[src/rtl/reg_bus_pkg.sv]
// reg_bus_pkg: shared widths, op encodings and FSM states for reg_bus_master
package reg_bus_pkg;
  localparam int DEF_ADDR_W = 4;
  localparam int DEF_DATA_W = 32;
  typedef enum logic [1:0] {OP_READ = 2'b00, OP_WRITE = 2'b01, OP_RMW = 2'b10, OP_RSVD = 2'b11} op_e;
  typedef enum logic [2:0] {IDLE, RD_ISSUE, RD_WAIT, WR_ISSUE, RESP} state_e;
endpackage

[src/rtl/reg_bus_master.sv]
// reg_bus_master: command-driven read/write/RMW initiator for a 16x32 register-file port
// Define REG_MASTER_RMW_EN to build read-modify-write; otherwise op 10 is rejected as reserved.
module reg_bus_master import reg_bus_pkg::*; #(
  parameter int ADDR_W = DEF_ADDR_W,
  parameter int DATA_W = DEF_DATA_W
) (
  input  logic              clk,
  input  logic              rst_n,
  input  logic              cmd_valid,
  output logic              cmd_ready,
  input  logic [1:0]        cmd_op,
  input  logic [ADDR_W-1:0] cmd_addr,
  input  logic [DATA_W-1:0] cmd_wdata,
  input  logic [DATA_W-1:0] cmd_mask,
  output logic              rsp_valid,
  input  logic              rsp_ready,
  output logic [DATA_W-1:0] rsp_rdata,
  output logic              rsp_err,
  output logic              read_en,
  output logic              write_en,
  output logic [ADDR_W-1:0] addr,
  output logic [DATA_W-1:0] write_data,
  input  logic [DATA_W-1:0] read_data
);
  state_e state, state_nx;
  logic live, accept, rsvd, rmw, rmw_op;
  assign accept = cmd_valid && cmd_ready;
  assign rsvd = !(cmd_op == OP_READ || cmd_op == OP_WRITE || rmw_op);
`ifdef REG_MASTER_RMW_EN
  logic [DATA_W-1:0] wdata_q, mask_q;
  assign rmw_op = cmd_op == OP_RMW;
  always_ff @(posedge clk or negedge rst_n)
    if (!rst_n) begin
      rmw <= 1'b0;
      wdata_q <= '0;
      mask_q <= '0;
    end else if (accept) begin
      rmw <= rmw_op;
      wdata_q <= cmd_wdata;
      mask_q <= cmd_mask;
    end
`else
  logic unused_mask;
  assign unused_mask = ^cmd_mask;
  assign rmw_op = 1'b0;
  assign rmw = 1'b0;
`endif
  always_comb begin
    state_nx = state;
    case (state)
      IDLE:     if (accept) state_nx = rsvd ? RESP : cmd_op == OP_WRITE ? WR_ISSUE : RD_ISSUE;
      RD_ISSUE: state_nx = RD_WAIT;
      RD_WAIT:  state_nx = rmw ? WR_ISSUE : RESP;
      WR_ISSUE: state_nx = RESP;
      RESP:     if (rsp_ready) state_nx = IDLE;
      default:  state_nx = IDLE;
    endcase
  end
  // live gates cmd_ready so it stays low through reset and rises one edge after release
  assign cmd_ready = state == IDLE && live;
  assign read_en   = state == RD_ISSUE;
  assign write_en  = state == WR_ISSUE;
  assign rsp_valid = state == RESP;
  always_ff @(posedge clk or negedge rst_n)
    if (!rst_n) begin
      state <= IDLE;
      live <= 1'b0;
      addr <= '0;
      write_data <= '0;
      rsp_rdata <= '0;
      rsp_err <= 1'b0;
    end else begin
      state <= state_nx;
      live <= 1'b1;
      if (accept) begin
        rsp_rdata <= '0;
        rsp_err <= rsvd;
        if (!rsvd) addr <= cmd_addr;
        if (cmd_op == OP_WRITE) write_data <= cmd_wdata;
      end
      if (state == RD_WAIT) begin
        rsp_rdata <= read_data;
`ifdef REG_MASTER_RMW_EN
        if (rmw) write_data <= (read_data & ~mask_q) | (wdata_q & mask_q);
`endif
      end
    end
endmodule

[config.mk]
export PLATFORM = sky130hd
export DESIGN_NAME = reg_bus_master
export DESIGN_NICKNAME = d
export VERILOG_FILES = /design/src/rtl/reg_bus_pkg.sv /design/src/rtl/reg_bus_master.sv
export SDC_FILE = /design/constraint.sdc
export NUM_CORES = 1
export LEC_CHECK = 0
export ABC_AREA = 0
export BUFFER_PORTS_ARGS = -buffer_cell sky130_fd_sc_hd__buf_2
export CORE_MARGIN = 3
export CORE_UTILIZATION = 35
export DETAILED_ROUTE_END_ITERATION = 7
export PLACE_DENSITY = 0.68
export SYNTH_ARGS = -nofsm -noshare
export SYNTH_HDL_FRONTEND = slang
export SYNTH_SLANG_ARGS = --single-unit
[constraint.sdc]
create_clock -name clk -period 3.3 [get_ports clk]
set_input_delay 0 -clock clk [delete_from_list [all_inputs] [get_ports clk]]
set_output_delay 0 -clock clk [all_outputs]
set_load 0.02 [all_outputs]
Word-level counts from Yosys, hierarchy flattened
Index checks and enable logic that the tools add are counted.
Widths: inputs -> output; s select.
{ "totals": {"reg_bits": 73, "input_bits": 106, "wordCells": 31, "out_inout_bits": 73} }
{ "op_classes": {"n_reduce_logical": 11, "muxes": 7, "n_eq_ne": 7} }
{ "op_table": {"columns": ["cell", "n"], "rows": [
  ["$mux 32", 2],
  ["$pmux 3 s4", 1],
  ["$mux 3", 3],
  ["$eq 3x2->1 const B", 2],
  ["$reduce_and 2->1", 3],
  ["$eq 3x1->1 const B", 1],
  ["$eq 3x3->1 const B", 1],
  ["$logic_not 3->1", 1],
  ["$eq 2x1->1 const B", 1],
  ["$logic_and 1x1->1", 2],
  ["$logic_not 2->1", 1],
  ["$mux 2", 1],
  ["$ne 2x1->1 const B", 1],
  ["$ne 2x2->1 const B", 1],
  ["$reduce_bool 2->1", 1],
  ["$reduce_or 2->1", 1],
  ["$logic_not 1->1", 1],
  ["$logic_or 1x1->1", 1]
]} }

Depth between registers and ports, before layout
{ "depth": {"word_depth": 5, "depth_mapped": 6} }

Least setup slack after synthesis
OpenSTA, ideal clock, no wires.
{ "synth_path": {"path_type": "register to register", "from": "register state[1]", "to": "register write_data[10]", "arrival_ns": 1.662, "setup_time_ns": 0.125, "t_required_ns": 3.175, "synth_period_minus_slack_ns": 1.787, "path_stages_with_launch": 6, "setup_slack_ns": 1.513, "path_cell_list": "dfrtp_1 clkbuf_2 nor4b_4 nand3_4 buf_6 mux2_4"} }
{ "synth_between": {"elab_chain_len": 4} }
{ "synth_rtl": {"columns": ["item", "line", "text"], "rows": [
  ["start, declared", "reg_bus_master.sv:25", "state_e state, state_nx;"],
  ["start signal, assigned", "reg_bus_master.sv:73", "state <= state_nx;"],
  ["$logic_not 3->1", "reg_bus_master.sv:60", "assign cmd_ready = state == IDLE && live;"],
  ["$logic_and 1x1->1", "reg_bus_master.sv:60", null],
  ["net cmd_ready", "reg_bus_master.sv:10", "output logic cmd_ready,"],
  ["$logic_and 1x1->1", "reg_bus_master.sv:27", "assign accept = cmd_valid && cmd_ready;"],
  ["$reduce_and 2->1 (no line)", null, null],
  ["end signal, assigned", "reg_bus_master.sv:79", "if (cmd_op == OP_WRITE) write_data <= cmd_wdata;"],
  ["end, declared", "reg_bus_master.sv:22", "output logic [DATA_W-1:0] write_data,"]
]} }
The timed path passes the listed nets, and every way through them passes these cells.
A chain may end at the register's enable or synchronous reset.

Worst setup path in the final report
{ "layout_path": {"from": "register state[2]", "to": "register write_data[20]"} }
{ "layout_between": {"elab_chain_len": 4} }
{ "layout_rtl": {"columns": ["item", "line"], "rows": [
  ["$logic_not 3->1", "reg_bus_master.sv:60"],
  ["$logic_and 1x1->1", "reg_bus_master.sv:60"],
  ["$logic_and 1x1->1", "reg_bus_master.sv:27"],
  ["$reduce_and 2->1 (no line)", null]
]} }
Every way passes these cells.

==> results.json <==
{
  "status": "finished, final reports clean",
  "via_count": 2308,
  "criticalPathCategory": "register to register",
  "peakVddDrop_mv": 0.336,
  "cts_tree": "yes",
  "syn_inst": 173,
  "drc_errors": 0,
  "dpl.hpwl_um": 4560,
  "end_kind": "register",
  "multiInputGateArea_um2": 945,
  "yosysSeqAreaShare_pct": 64.2,
  "fin_ws_ns": 1.17,
  "max_slew.worst_pin.slew_ns": 1.13,
  "avgSynthCellArea_um2": 16.5,
  "fmaxAchievable_mhz": 469,
  "maxCapViolCount": 0,
  "fill_cells": 640,
  "timing.final.max_slew_violations": 0,
  "p_per_area_nw_per_um2": 709,
  "yosysMostFrequentCell": "dfrtp_1",
  "synth_area_leader_cell": "dfrtp_1",
  "p_leak_nw": 2.47,
  "synth-edff-count": 0,
  "fin_setup_tns_ns": 0,
  "clock_skew_ns": 0.0111,
  "clockRootBuffer": "clkbuf_8",
  "wl_per_cell_um": 14.9,
  "area_growth_pct": 61.0,
  "fin_crit_sh_pct": 64.7,
  "cts_resized": 0,
  "worstSetupStartpointType": "register",
  "track_usage_pct": 15.9,
  "period_needed_ns": 2.13,
  "ys_ff_latch": 73,
  "core_area_um2": 7810,
  "reg2reg_slack_ns": 1.17,
  "initial_core_util_pct": 36.5,
  "ys.flop_type": "dfrtp_1",
  "yosysTopAreaCellShare_pct": 64.2,
  "clk_latency_ns": 0.33,
  "finalSetupViolCount": 0,
  "grt-ovfl-total": 0,
  "viasPerCell": 4.63,
  "grt_pass1_wl_um": 11100,
  "slew_headroom_pct": 24.7,
  "synth_cell_type_count": 23,
  "grt_start_max_net_pins": 74,
  "io_pins": 179,
  "grt_pass1_vias": 2373,
  "crit_fanout": 32,
  "fin_nets": 497,
  "finalPower_w": 0.00325,
  "routed_wl_um": 7420,
  "crit_slowest_cell": "nand3_4",
  "drive_gt1_share_pct": 51.0,
  "min_path_type": "input pin to register",
  "ant_nets": 0,
  "dp_slack_ns": 1.17,
  "required_ns": 3.51,
  "antenna_found_initial": 0,
  "portBuffers": 146,
  "die_width_um": 96.2,
  "dr.pass1.iters": 4,
  "synthArstFlopShare_pct": 100,
  "num_antenna_cells": 0,
  "h-tree-depth": 3,
  "synth_area_um2": 2850,
  "hold_viol": 0,
  "numCtsBuffers": 9,
  "drtIter0Drc": 51,
  "routabilityCongestion": 0.713,
  "register_area_um2": 1830,
  "yosysWarningCount": 0,
  "dieArea_um2": 9250,
  "syn-num-nets": 279,
  "die_y_um": 96.2,
  "crit_path_cell_trace": "nor4b_4, nand3_4, mux2_4",
  "final_core_util_pct": 58.7,
  "rsz0062_at_grt": "false",
  "slowest_delay_ns": 0.55,
  "synth_common_cells": "73 x dfrtp_1, 32 x a22o_1, 30 x mux2_4",
  "cts_sinks": 73,
  "synth_area_leaders": "dfrtp_1 64%, mux2_4 16%, a22o_1 9.8%",
  "path_clk_slew_ns": 0.07,
  "row_count": 32,
  "clockBufferDepth": 2,
  "critical_path_arrival_ns": 2.35
}
-- layout make-up --
class / instances / area share [%]
clock inverter: 5 / 1.72
multi-input combinational: 86 / 20.6
inverter: 3 / 0.246
tap: 102 / 2.79
clock buffer: 11 / 3.09
timing repair buffer: 218 / 31.7
sequential: 73 / 39.9
-- flip-flops by register name (all words and copies together), names as in the netlist --
signal	count
rsp_rdata	32
write_data	32
addr	4
state	3
live	1
rsp_err	1
-- routing by layer --
layer  share of wire, %  up-vias  global-route usage, %
li1                   -     1069                      -
met1                 39     1130                   18.5
met2                 52       97                   27.1
met3                7.2       12                   4.61
met4                1.6        0                   6.87
met5                  0        -                      0
-- worst paths after layout --
path / end / cells past startpoint / start
worst min register to register: rsp_rdata[18] / 1 / rsp_rdata[18]
worst max-delay path: write_data[20] / 3 / state[2]
min in group asynchronous: write_data[11] / 2 / rst_n
worst min-delay path: rsp_err / 3 / cmd_valid
max in group asynchronous: live / 2 / rst_n
worst max register to register: write_data[20] / 3 / state[2]
-- cell families after synthesis --
kind of cell,count (synthesis),synth area share [%]
other,1,0.132
AOI/OAI and AO/OA,36,10.9
and+or+nand+nor,12,3.43
muxes,37,18.6
buffers and inverters,14,2.81
DFF,73,64.2
-- critical path, delay by kind of cell (launching register included) --
family           cells  cell delay (ns)
DFF                  1             0.48
muxes                1             0.50
and+or+nand+nor      2             1.01
-- layout by cell type, fill, tap and decap left out, drive strengths merged --
master,instances
or3,1
o2bb2ai,1
buf,147
a21oi,1
bufinv,2
mux2,37
a31oi,1
nor2,1
clkbuf,11
conb,1
nand2,2
nand3,1
a41oi,1
nor3b,2
nor2b,1
inv,3
dfrtp,73
dlygate4sd3,71
nand3b,1
clkinv,3
nor3,2
a22o,32
nor4b,1
-- stage by stage --
stage / cells / cell area (um2) / hold WS (ns)
2_1_floorplan: 173 / 2850 / -0.296
3_3_place_gp: 411 / 3650 / 0.184
3_5_place_dp: 411 / 3650 / 0.190
4_1_cts: 498 / 4580 / 0.0446
5_1_grt: 498 / 4580 / 0.0644
6_report: 498 / 4580 / 0.0665
-- timing repair --
| action | CTS | global route |
|---|---|---|
| hold buffers | 71 | 0 |
| setup buffers | 0 | 0 |
| endpoints found under the hold margin | 143 | 0 |
-- where the power goes --
group	internal (W)	total (W)	switching, W
Clock	0.000445	0.000750	0.000304
Sequential	0.00116	0.00132	0.000158
Combinational	0.000553	0.00118	0.000624
Total	0.00216	0.00325	0.00109
Power figures use the tool's default switching activity.
